**config.mk**
```make
export PLATFORM = sky130hd
export DESIGN_NAME = uart_tx_sched
export DESIGN_NICKNAME = d
export VERILOG_FILES = /design/src/rtl/uart_pkg.sv /design/src/rtl/uart_tx_sched_sync_2ff.sv /design/src/rtl/uart_tx_sched.sv
export SDC_FILE = /design/constraint.sdc
export NUM_CORES = 1
export LEC_CHECK = 0
export CAP_MARGIN = 30
export CORE_MARGIN = 3
export CORE_UTILIZATION = 35
export CTS_CLUSTER_SIZE = 24
export DETAILED_ROUTE_END_ITERATION = 7
export GPL_ROUTABILITY_DRIVEN = 0
export HOLD_SLACK_MARGIN = 0.02
export PLACE_DENSITY_LB_ADDON = 0.25
export SLEW_MARGIN = 20
export SYNTH_ARGS = -nofsm -noshare
export SYNTH_HDL_FRONTEND = slang
export SYNTH_SLANG_ARGS = --single-unit
export TNS_END_PERCENT = 100
```
**constraint.sdc**
```tcl
create_clock -name i_clk -period 3.88 [get_ports i_clk]
set_input_delay 0.776 -clock i_clk [delete_from_list [all_inputs] [get_ports i_clk]]
set_output_delay 0.776 -clock i_clk [all_outputs]
set_load 0.1 [all_outputs]
```
**src/rtl/uart_pkg.sv**
```systemverilog
// Shared types for the UART TX FIFO read-side scheduler.
package uart_pkg;

   typedef enum logic [2:0] {
      IDLE      = 3'd0,
      FETCH     = 3'd1,
      OFFER     = 3'd2,
      WAIT_DONE = 3'd3,
      GAP       = 3'd4
   } tx_sched_state_e;

endpackage

```
**src/rtl/uart_tx_sched_sync_2ff.sv**
```systemverilog
// Two-flop synchroniser for a single asynchronous level, with selectable reset value.
module sync_2ff #(
   parameter logic ResetVal = 1'b1
) (
   input  logic clk,
   input  logic rst_n,
   input  logic d,
   output logic q
);

   logic meta;

   // Two-stage capture of the asynchronous input.
   always_ff @(posedge clk or negedge rst_n) begin
      if (!rst_n) begin
         meta <= ResetVal;
         q    <= ResetVal;
      end else begin
         meta <= d;
         q    <= meta;
      end
   end

endmodule

```
**src/rtl/uart_tx_sched.sv**
```systemverilog
// Read-side controller for the UART TX FIFO: pops one word, offers it to the
// transmitter on valid/ready, waits for frame completion, then idles for a gap.
module uart_tx_sched
   import uart_pkg::*;
#(
   parameter int unsigned DataWidth = 8,
   parameter int unsigned GapWidth  = 8,
   parameter bit          FlowCtrl  = 1'b1,
   parameter int unsigned CntWidth  = 16
) (
   input  logic                 i_clk,
   input  logic                 i_rst_n,
   input  logic                 i_enable,
   input  logic                 i_cts_n,
   input  logic [GapWidth-1:0]  i_gap_cycles,
   input  logic                 i_fifo_empty,
   input  logic [DataWidth-1:0] i_fifo_rd_data,
   output logic                 o_fifo_rd_en,
   output logic [DataWidth-1:0] o_tx_data,
   output logic                 o_tx_valid,
   input  logic                 i_tx_ready,
   input  logic                 i_tx_done,
   output logic                 o_busy,
   output logic [CntWidth-1:0]  o_frame_cnt
);

   tx_sched_state_e      state;
   logic [DataWidth-1:0] data_q;
   logic [GapWidth-1:0]  gap_cnt;
   logic [CntWidth-1:0]  frame_cnt;
   logic                 cts_n_sync;
   logic                 cts_ok_c;

   // CTS pin is asynchronous; resets to deasserted so no frame starts before it settles.
   sync_2ff #(
      .ResetVal (1'b1)
   ) u_cts_sync (
      .clk   (i_clk),
      .rst_n (i_rst_n),
      .d     (i_cts_n),
      .q     (cts_n_sync)
   );

   assign cts_ok_c = !FlowCtrl || !cts_n_sync;

   // Scheduler state, captured word, gap countdown and frame counter.
   always_ff @(posedge i_clk or negedge i_rst_n) begin
      if (!i_rst_n) begin
         state     <= IDLE;
         data_q    <= '0;
         gap_cnt   <= '0;
         frame_cnt <= '0;
      end else begin
         case (state)
            IDLE: begin
               if (i_enable && !i_fifo_empty && cts_ok_c) begin
                  state <= FETCH;
               end
            end
            FETCH: begin
               // Non-FWFT FIFO: data is valid only during the pop cycle.
               data_q <= i_fifo_rd_data;
               state  <= OFFER;
            end
            OFFER: begin
               if (i_tx_ready) begin
                  state <= WAIT_DONE;
               end
            end
            WAIT_DONE: begin
               if (i_tx_done) begin
                  frame_cnt <= frame_cnt + CntWidth'(1);
                  if (i_gap_cycles == '0) begin
                     state <= IDLE;
                  end else begin
                     gap_cnt <= i_gap_cycles;
                     state   <= GAP;
                  end
               end
            end
            GAP: begin
               gap_cnt <= gap_cnt - GapWidth'(1);
               if (gap_cnt == GapWidth'(1)) begin
                  state <= IDLE;
               end
            end
            default: begin
               state <= IDLE;
            end
         endcase
      end
   end

   // Strobes decoded straight from the state register.
   always_comb begin
      o_fifo_rd_en = 1'b0;
      o_tx_valid   = 1'b0;
      o_busy       = (state != IDLE);
      case (state)
         FETCH:   o_fifo_rd_en = 1'b1;
         OFFER:   o_tx_valid   = 1'b1;
         default: ;
      endcase
   end

   assign o_tx_data   = data_q;
   assign o_frame_cnt = frame_cnt;

endmodule
```
======== Word-level counts from Yosys, hierarchy flattened ========
Index checks and enable logic that the tools add are counted.
Widths: inputs -> output; s select.
storage, ports and cells
  output and inout bits ................... 27
  word-level logic and storage cells ...... 40
  input bits .............................. 23
  register bits after elaboration ......... 37
operators by class
  $add $sub $neg .......................... 2
  reductions and logical operators ........ 11
  equal/unequal tests ..................... 10
  multiplexer cells ....................... 11
operators with widths
  kind                   number
  $add 16x1->16 const B  1
  $mux 8                 2
  $pmux 8 s2             1
  $mux 3                 5
  $pmux 3 s5             1
  $ne 2x2->1 const B     5
  $eq 8x1->1 const B     1
  $logic_not 8->1        1
  $sub 8x1->8 const B    1
  $eq 3x2->1 const B     2
  $reduce_and 4->1       1
  $eq 3x1->1 const B     1
  $eq 3x3->1 const B     1
  $logic_not 3->1        1
  $reduce_and 3->1       1
  $reduce_bool 3->1      1
  $logic_and 1x1->1      2
  $logic_not 1->1        2
  $mux 1                 2
  $reduce_and 2->1       1
  $reduce_bool 2->1      1

======== Logic depth before layout (Yosys ltp) ========
Gate-level depths: netlist of run 1.
  depth after elaboration ................. 5
  mapped depth ............................ 8
  depth with buffers taken out ............ 7

======== Modules after synthesis ========
From an unflattened synthesis of run 1, not the netlist that was laid out.
unflattened totals
  cells, all modules ...................... 166
  area, all modules ....................... 1838.0 µm²
by module, submodules not included
  module         area each (µm²)  cells each  instances  sequential area each (µm²)
  uart_tx_sched  1785.5           164         1          875.8
  sync_2ff       52.6             2           1          52.6

======== Worst setup path before layout of run 1 ========
OpenSTA, ideal clock, no wires.
  path kind ............................... register -> output
  start point ............................. reg state[1]
  end point ............................... out o_fifo_rd_en
  buffers on the path ..................... 2
  stages on the path, launching flop included .. 4
  path slack .............................. 1.340 ns
  data arrival time ....................... 1.764 ns
  data required time ...................... 3.104 ns
  path through ............................ dfrtp_1 buf_4 nor3b_1 buf_1
on the way
  cells in the longest elaborated chain, start to end .. 2
RTL lines
  what                    RTL line             RTL
  from (decl)             uart_tx_sched.sv:27  tx_sched_state_e state;
  from (signal assigned)  uart_tx_sched.sv:49  state <= IDLE;
  from (signal assigned)  uart_tx_sched.sv:57  state <= FETCH;
  from (signal assigned)  uart_tx_sched.sv:63  state <= OFFER;
  $eq 3x1->1              uart_tx_sched.sv:99  case (state)
  $mux 1                  uart_tx_sched.sv:99
  to (decl)               uart_tx_sched.sv:18  output logic o_fifo_rd_en,
No other way between the ends.

======== Final worst setup path of run 1 ========
  start point ............................. reg state[1]
  end point ............................... out o_busy
on the way
  cells in the longest elaborated chain, start to end .. 1
RTL lines
  what               RTL line             RTL
  $reduce_bool 3->1  uart_tx_sched.sv:98  o_busy = (state != IDLE);
  to (decl)          uart_tx_sched.sv:23  output logic o_busy,
No other way between the ends.

==> results of run 1 <==
==> worst max path at each step <==
stage | endpoint | slack (ps) | depth (start not counted) | from
CTS | o_busy | 910 | 2 | state[1]
finish | o_busy | 910 | 2 | state[1]
global placement | o_frame_cnt[15] | 1190 | 6 | i_tx_done
global route | o_busy | 840 | 2 | state[1]
detailed placement | o_frame_cnt[15] | 1180 | 6 | i_tx_done
floorplan | o_fifo_rd_en | 1340 | 3 | state[1]
==> report_power, final <==
group	total, mW	internal (mW)	leakage [nW]	switching [mW]
clock network	0.349	0.210	0.0585	0.139
logic	1.13	0.321	0.469	0.805
registers	0.635	0.503	0.456	0.131
total	2.11	1.03	0.983	1.08
==> state kept, by name (all words and copies together), names as in the netlist <==
| register | flops |
|---|---|
| gap_cnt | 8 |
| o_frame_cnt | 16 |
| o_tx_data | 8 |
| state | 3 |
| u_cts_sync.meta | 1 |
| u_cts_sync.q | 1 |
==> logic make-up after synthesis <==
logic type,count (synthesis)
AO/OA/AOI/OAI,29
XOR/XNOR,17
adder cells (fa/ha/maj),3
buffers and inverters,10
flip-flops,37
multiplexers,9
AND/OR/NAND/NOR,60
==> layout make-up <==
cell class	count	share of cell area (%)
flip-flops and latches	37	38.3
clock buffers	7	3.56
multi-input cells	118	32.6
repair buffers	50	20.1
inverters	5	0.774
clock inverters	1	1.24
well taps	67	3.46
==> layer usage <==
| metal | global-route usage (%) | up-vias | routed length, µm |
|---|---|---|---|
| met5 | 0 | - | 0 |
| met3 | 6.69 | 5 | 375 |
| met2 | 21.1 | 50 | 1730 |
| met4 | 5.69 | 0 | 65 |
| met1 | 19.3 | 684 | 1810 |
| li1 | - | 691 | - |
==> cell usage after synthesis (all sizes together), types with 4 or more instances <==
cell    n
a21oi  11
buf     4
dfrtp  35
inv     5
mux2    9
nand2  16
nand3   9
nor2    9
o21ai   5
o22ai   4
xnor2  14
==> critical path: stages, from the launching register on <==
cell,delay [ps]
dfrtp_1,490
or3_1,430
clkdlybuf4s50_1,980
==> stage by stage <==
step	cells	util (%)	worst slack [ps]	area, µm²	power [mW]
finish	285	50.7	915	2430	2.11
detailed placement	277	48.3	1180	2310	1.77
global route	285	50.7	844	2430	2.23
floorplan	165	-	1340	1770	1.50
global placement	277	48.3	1190	2310	1.77
CTS	285	50.7	907	2430	2.13
==> results.json, run 1 <==
{
  "layout_common_cells": "46 x clkdlybuf4s50_1, 35 x dfrtp_1, 16 x nand2_1",
  "final_common_cell": "clkdlybuf4s50_1",
  "total_leakage_power_nw": 0.983,
  "fillers": 454,
  "synthToLayoutAreaGrowth_pct": 37.4,
  "drt_iter0_drc": 124,
  "diodes": 0,
  "muxShareOfSynthArea_pct": 5.74,
  "ir_drop_v": 0.000574,
  "ys.warnings.count": 0,
  "antenna_found_initial": 0,
  "hold_class": "reg2reg",
  "endpoint_kind": "output port",
  "reg2reg_depth": 7,
  "cts_max_level": 2,
  "routedWlPerCell_um": 14.0,
  "maxSlewViolCount": 0,
  "sequential_cell_area_um2": 928,
  "rrSetupSlack_ps": 1640,
  "cts.sinks": 37,
  "postCtsHoldBufs": 0,
  "arrival_ps": 2190,
  "route.detailed.drc": 0,
  "pin_count": 50,
  "fin_tns_setup_ps": 0,
  "post_cts_resized": 0,
  "final_hold_viol_count": 0,
  "cts_tree": "yes",
  "fin_nets": 243,
  "synth.avg_cell_area_um2": 10.7,
  "whs_ps": 357,
  "min_to": "u_cts_sync.q",
  "min_path_cells": 0,
  "yosys.area_share.simple_pct": 18.4,
  "setup_viol": 0,
  "status": "completed",
  "root_buffer": "clkbuf_8",
  "dieArea_um2": 5930,
  "period_share_pct": 76.4,
  "grt_pass1_vias": 1430,
  "cp.required_ps": 3100,
  "synth-xor-area-share_pct": 8.43,
  "grt_max_degree": 38,
  "clk-insertion-delay-late_ps": 290,
  "port-buffer-count": 49,
  "timing.rr.end": "gap_cnt[5]",
  "path_class": "reg2out",
  "start_util_pct": 36.9,
  "relSlewSlack_pct": 33.8,
  "ys_seq_area_share_pct": 52.6,
  "fin_skew_ps": 6.61,
  "fin_crit_ps": 2970,
  "rsz0062_at_grt": "false",
  "crit_fanout": 11,
  "worstMarginPinSlew_ps": 990,
  "num_vias": 1430,
  "ys_ff_latch": 37,
  "layout-drive-gt1-share_pct": 11.0,
  "overflow": 0,
  "core_um2": 4790,
  "synth_top_family_by_area": "simple AND/OR/NAND/NOR gates",
  "synth_cells": 165,
  "fp.dieW_um": 77.0,
  "start_kind": "flip-flop",
  "grt_first_pass_wirelength_mm": 6.98,
  "grt_use_total_pct": 14.7,
  "p_per_area_nw_per_um2": 870,
  "cts_setup_buffers": 0,
  "maxClockFrequency_mhz": 337,
  "cts.clk_slew.worst_paths_ps": 80,
  "synth_flop_cell": "dfrtp_1",
  "max_cap_viol_count": 0,
  "synth_fa_ha_area_share_pct": 2.13,
  "drtAntennaViolNets": 0,
  "synth_compound_area_share_pct": 10.1,
  "syn-cell-area_um2": 1770,
  "multi_input_area_um2": 791,
  "min_from": "u_cts_sync.meta",
  "rows": 25,
  "synth_area_leaders": "dfrtp_1 50%, xnor2_1 6.9%, mux2_2 5.7%",
  "cts_buffers": 5,
  "clockBufferDepth": 2,
  "via_per_inst": 5.02,
  "ys_types": 42,
  "die_h_um": 77.0,
  "drt_wl_total_mm": 3.99,
  "ys_async_sr_fraction_pct": 100,
  "syn-num-nets": 191,
  "r2r_start": "gap_cnt[1]",
  "drt_first_pass_iters": 4,
  "synth.top_cell.area_share_pct": 49.6,
  "place_hpwl_mm": 2.76,
  "synth-edff-count": 0,
  "yosys.area.top_type": "dfrtp_1"
}
No activity file was read; power rests on OpenSTA's default activity.
==> inputs of run 2 (changes only) <==
==> constraint.sdc (replaced) <==
create_clock -name i_clk -period 3 [get_ports i_clk]
set_input_delay 0.6 -clock i_clk [delete_from_list [all_inputs] [get_ports i_clk]]
set_output_delay 0.6 -clock i_clk [all_outputs]
set_load 0.1 [all_outputs]
==> run 2 against run 1 <==
Setup slack worse by 150 ps. Critical path depth is 4 higher. First-iteration DRC count is 19% lower. Clock-buffer cell count is 2 lower. Largest power group unchanged.
==> results.json, run 2 (synthesis gave the netlist of run 1 again) <==
{
  "grt_max_degree": 38,
  "clk-insertion-delay-late_ps": 290,
  "overflow": 0,
  "diodes": 0,
  "num_vias": 1419,
  "hold_class": "reg2reg",
  "drt_first_pass_iters": 4,
  "final_common_cell": "dfrtp_1",
  "path_class": "in2reg",
  "cp.required_ps": 3210,
  "postCtsHoldBufs": 0,
  "cts_max_level": 2,
  "drt_iter0_drc": 101,
  "die_h_um": 77.0,
  "place_area_um2": 2270,
  "cts_buffers": 5,
  "drt_wl_total_mm": 3.85,
  "sequential_cell_area_um2": 928,
  "cts_setup_buffers": 0,
  "fin_tns_setup_ps": 0,
  "total_leakage_power_nw": 1.03,
  "cts.sinks": 37,
  "place_hpwl_mm": 2.78,
  "path_cells": "clkdlybuf4s50_1 -> or4_1 -> o21ai_1 -> or4_1 -> o22ai_1 -> a21oi_1",
  "cp_slowest_cell": "or4_1",
  "dieArea_um2": 5930,
  "period_share_pct": 74.6,
  "route.detailed.drc": 0,
  "layout-drive-gt1-share_pct": 22.9,
  "port-buffer-count": 49,
  "worstMarginPinSlew_ps": 806,
  "ir_drop_v": 0.000859,
  "whs_ps": 359,
  "grt_first_pass_wirelength_mm": 6.82,
  "routedWlPerCell_um": 13.5,
  "layout_common_cells": "35 x dfrtp_1, 28 x buf_4, 21 x clkdlybuf4s50_1",
  "multi_input_area_um2": 791,
  "p_per_area_nw_per_um2": 1130,
  "grt_pass1_vias": 1406,
  "final_hold_viol_count": 0,
  "endpoint_kind": "flip-flop",
  "clockBufferDepth": 2,
  "max_cap_viol_count": 0,
  "root_buffer": "clkbuf_8",
  "rsz0062_at_grt": "false",
  "post_cts_resized": 0,
  "arrival_ps": 2450,
  "cts.clk_slew.worst_paths_ps": 70,
  "rows": 25,
  "cts_tree": "yes",
  "crit_top_cell": "or4_1",
  "pin_count": 50,
  "start_kind": "primary input",
  "fillers": 476,
  "fin_crit_ps": 2240,
  "core_um2": 4790,
  "antenna_found_initial": 0,
  "grt_use_total_pct": 14.4,
  "crit_fanout": 7,
  "largest_reg_flops": 16,
  "drtAntennaViolNets": 0,
  "max_stage_delay_ps": 530,
  "start_util_pct": 36.9,
  "relSlewSlack_pct": 46.3,
  "setup_viol": 0,
  "synthToLayoutAreaGrowth_pct": 34.3,
  "design_area_um2": 2370,
  "fin_skew_ps": 9.77,
  "status": "completed",
  "maxClockFrequency_mhz": 447,
  "fin_nets": 244,
  "maxSlewViolCount": 0,
  "via_per_inst": 4.98,
  "postLayoutCoreUtil_pct": 49.5,
  "fp.dieW_um": 77.0
}
[run 2: cell types whose count changed in the layout (fill, tap and decap cells not counted)]
cell             previous run  this run
buf_12                      0         1
buf_4                       3        28
clkbuf_1                    1         0
clkbuf_8                    6         5
clkdlybuf4s50_1            46        21
clkinv_2                    0         1
[run 2: cell type report]
class / instances / area share [%]
well taps: 67 / 3.54
flip-flops and latches: 37 / 39.2
repair buffers: 51 / 18.8
clock buffers: 5 / 2.90
inverters: 5 / 0.792
multi-input cells: 118 / 33.4
clock inverters: 2 / 1.48
[run 2: path summary, 6_finish.rpt]
path                       slack (ps)             from               to  depth (start not counted)
setup / recovery                  760  i_gap_cycles[6]       gap_cnt[2]                          6
min in group asynchronous         390          i_rst_n       gap_cnt[4]                          1
hold reg to reg                   360  u_cts_sync.meta     u_cts_sync.q                          0
max in group asynchronous        2090          i_rst_n  o_frame_cnt[12]                          1
hold / removal                    360  u_cts_sync.meta     u_cts_sync.q                          0
setup reg to reg                  780       gap_cnt[4]       gap_cnt[2]                          5
[run 2: critical path: cells and delay by family]
kind	cells	cell delay, ps
AND/OR/NAND/NOR	2	860
buffers and inverters	1	420
AO/OA/AOI/OAI	3	570
[run 2: layer usage]
layer	vias to the layer above	global-route usage [%]	part of all wire, %
met5	-	0	0
met4	0	5.52	1.9
met3	9	5.99	8.6
met2	44	20.6	43
met1	674	19.2	46
li1	692	-	-
[run 2: metrics by stage]
| stage | power (mW) | cells | worst slack [ps] |
|---|---|---|---|
| after floorplan | 1.94 | 165 | 636 |
| after global placement | 2.27 | 278 | 504 |
| after detailed placement | 2.27 | 278 | 471 |
| after CTS | 2.70 | 285 | 774 |
| after global routing | 2.83 | 285 | 564 |
| final | 2.68 | 285 | 762 |
[run 2: power breakdown]
group	total, mW	leakage (nW)	switching [mW]	internal, mW
clock network	0.420	0.0540	0.179	0.242
logic	1.44	0.516	1.04	0.399
registers	0.819	0.456	0.168	0.651
total	2.68	1.03	1.39	1.29
==> variant: new RTL, flow settings as in run 2 <==
Make the reset (`i_rst_n` and `rst_n`) synchronous in 2 clocked blocks. Comments in the files are not updated.
--- a/src/rtl/uart_tx_sched_sync_2ff.sv
+++ b/src/rtl/uart_tx_sched_sync_2ff.sv
@@ -11,7 +11,7 @@
    logic meta;
 
    // Two-stage capture of the asynchronous input.
-   always_ff @(posedge clk or negedge rst_n) begin
+   always_ff @(posedge clk) begin
       if (!rst_n) begin
          meta <= ResetVal;
          q    <= ResetVal;
--- a/src/rtl/uart_tx_sched.sv
+++ b/src/rtl/uart_tx_sched.sv
@@ -44,7 +44,7 @@
    assign cts_ok_c = !FlowCtrl || !cts_n_sync;
 
    // Scheduler state, captured word, gap countdown and frame counter.
-   always_ff @(posedge i_clk or negedge i_rst_n) begin
+   always_ff @(posedge i_clk) begin
       if (!i_rst_n) begin
          state     <= IDLE;
          data_q    <= '0;
Behaviour: differs if i_rst_n is asserted again (counterexample within 4 cycles, from zero or initial values and one cycle with i_rst_n low); with i_rst_n held inactive, the same outputs for 10 cycles.
==> variant against run 2 <==
- sequential cell count unchanged
- setup slack better by 0.028 ns
- via count up 13%
- synthesized area down 2.8%
- sequential share of layout area down 7.6 points
- cell area down 1.0%
- critical path depth down 1
- wire length up 5.1%
- synthesized cell count up 17%
- clock skew down 0.0044 ns
Power is not compared: it rests on default switching activity, and its combinational part moved more than twofold at a synthesized area within 25%.
==> variant: results (changes against run 2) <==
.. list-table::
   :header-rows: 1

   * - Metric
     - Value
   * - Result of the run
     - finished, final reports clean
   * - Number of detailed-route iterations in the first pass
     - 4 (unchanged)
   * - Xor and xnor fraction of the mapped netlist area
     - 0.0460 (-0.0384)
   * - Sequential area share after synthesis
     - 0.432 (-0.0941)
   * - Fraction of the mapped netlist area in adder cells
     - 0.0219 (+0.000620)
   * - Number of global-route vias before repair
     - 1474 (+4.8%)
   * - Placed Cells incl. Taps
     - 301 (+8.3%)
   * - Post-Place Worst Slack
     - 0.483 ns (+0.0114 ns)
   * - Starting DRC count in detailed routing
     - 49 (-51%)
   * - Area contributors post-synth
     - dfxtp_1 (43%), mux2i_1 (5.8%), nor2_1 (4.6%), nand3_1 (4.1%), a21oi_1 (3.8%)
   * - Path depth of the worst reg2reg path
     - 4 (-1)
   * - Number of vias per cell
     - 5.21 (+4.6%)
   * - Maximum number of pins on one net before global-route repair
     - 14 (-63%)
   * - Synth cell count leaders
     - dfxtp_1 (37), nor2_1 (21), nand3_1 (14)
   * - Cts bufs inserted
     - 5 (unchanged)
   * - Post-placement cell area
     - 0.00223 mm^2 (-1.5%)
   * - Mean routed wirelength per cell
     - 13.1 um (-3.0%)
   * - Maximum clock skew at final layout
     - 0.00539 ns (-0.00438 ns)
   * - Fraction of layout cells with a size suffix above 1
     - 0.197 (-0.0326)
   * - First-pass GRT wire length
     - 6910 um (+1.3%)
   * - Worst Hold Depth
     - 1 (+1)
   * - Final HPWL from detailed placement
     - 2990 um (+7.3%)
   * - IO Port Bufs
     - 49 (unchanged)
   * - Worst vdd rail ir drop
     - 0.219 mV
   * - GRT Resource Usage Total
     - 0.145 (+0.00175)
   * - Antenna violations before repair
     - 0 (unchanged)
   * - Number of nets in the synthesized netlist
     - 219 (+15%)
   * - Worst slew margin
     - 0.504 (+0.0409)
   * - Complex-gate fraction of the synthesized area
     - 0.125 (+0.0241)
   * - Via Count
     - 1609 (+13%)
   * - Final nets
     - 269 (+10%)
   * - Netlist cell types
     - 44 (+4.8%)
   * - Mapped Cells
     - 193 (+17%)
   * - Fill cell total of the finished layout
     - 444 (-6.7%)
   * - Reg clk slew, reported paths
     - 0.08 ns
[variant: cell types whose count changed in the layout (fill, tap and decap cells not counted), sizes merged, moves of 4 or more]
cell   change
nand3      +5
dfxtp     +37
dfrtp     -35
nor2      +12
xnor2     -10
mux2       -9
nand2      -5
nand4      +4
or3        +4
mux2i     +10
[variant: power groups by stage]
stage	registers, mW	clock network (mW)	logic [mW]
6_report	0.496	0.437	0.0725
5_1_grt	0.497	0.468	0.0778
4_1_cts	0.496	0.451	0.0730
3_5_place_dp	0.508	0	0.0728
3_3_place_gp	0.508	0	0.0723
2_1_floorplan	0.515	0	0.0236
[variant: layer usage]
metal / track usage / part of all wire
met1: 0.181 / 0.47
met2: 0.232 / 0.45
met3: 0.0414 / 0.066
met4: 0.0688 / 0.020
met5: 0 / 0
[variant: kinds of logic after synthesis]
group	Yosys count
simple gates	87
flops	37
compound gates	34
buf+inv	13
mux	10
xor+xnor	9
fa+ha+maj	3
[variant: area by class of cell]
cell class                      count  area, um^2  share of cell area
Inverter                            3        11.3             0.00480
Clock inverter                      3        46.3              0.0197
Tap cell                           65        81.3              0.0346
Sequential cell                    37         741               0.316
Clock buffer                        5        68.8              0.0293
Multi-Input combinational cell    143         933               0.398
Timing Repair Buffer               53         465               0.198
[variant: worst max-delay path: stages]
cell and delay [ns]:
clkdlybuf4s50_1 0.63, nand4b_4 0.17, or4_4 0.54, or3_1 0.36, a21oi_1 0.14
[variant: path summary, 6_finish.rpt]
kind,startpoint,endpoint,slack [ns]
worst max register to register,state[1],o_frame_cnt[15],1.09
worst min register to register,u_cts_sync.meta,u_cts_sync.q,0.41
worst min-delay path,u_cts_sync.meta,u_cts_sync.q,0.41
worst max-delay path,i_tx_done,o_frame_cnt[15],0.79
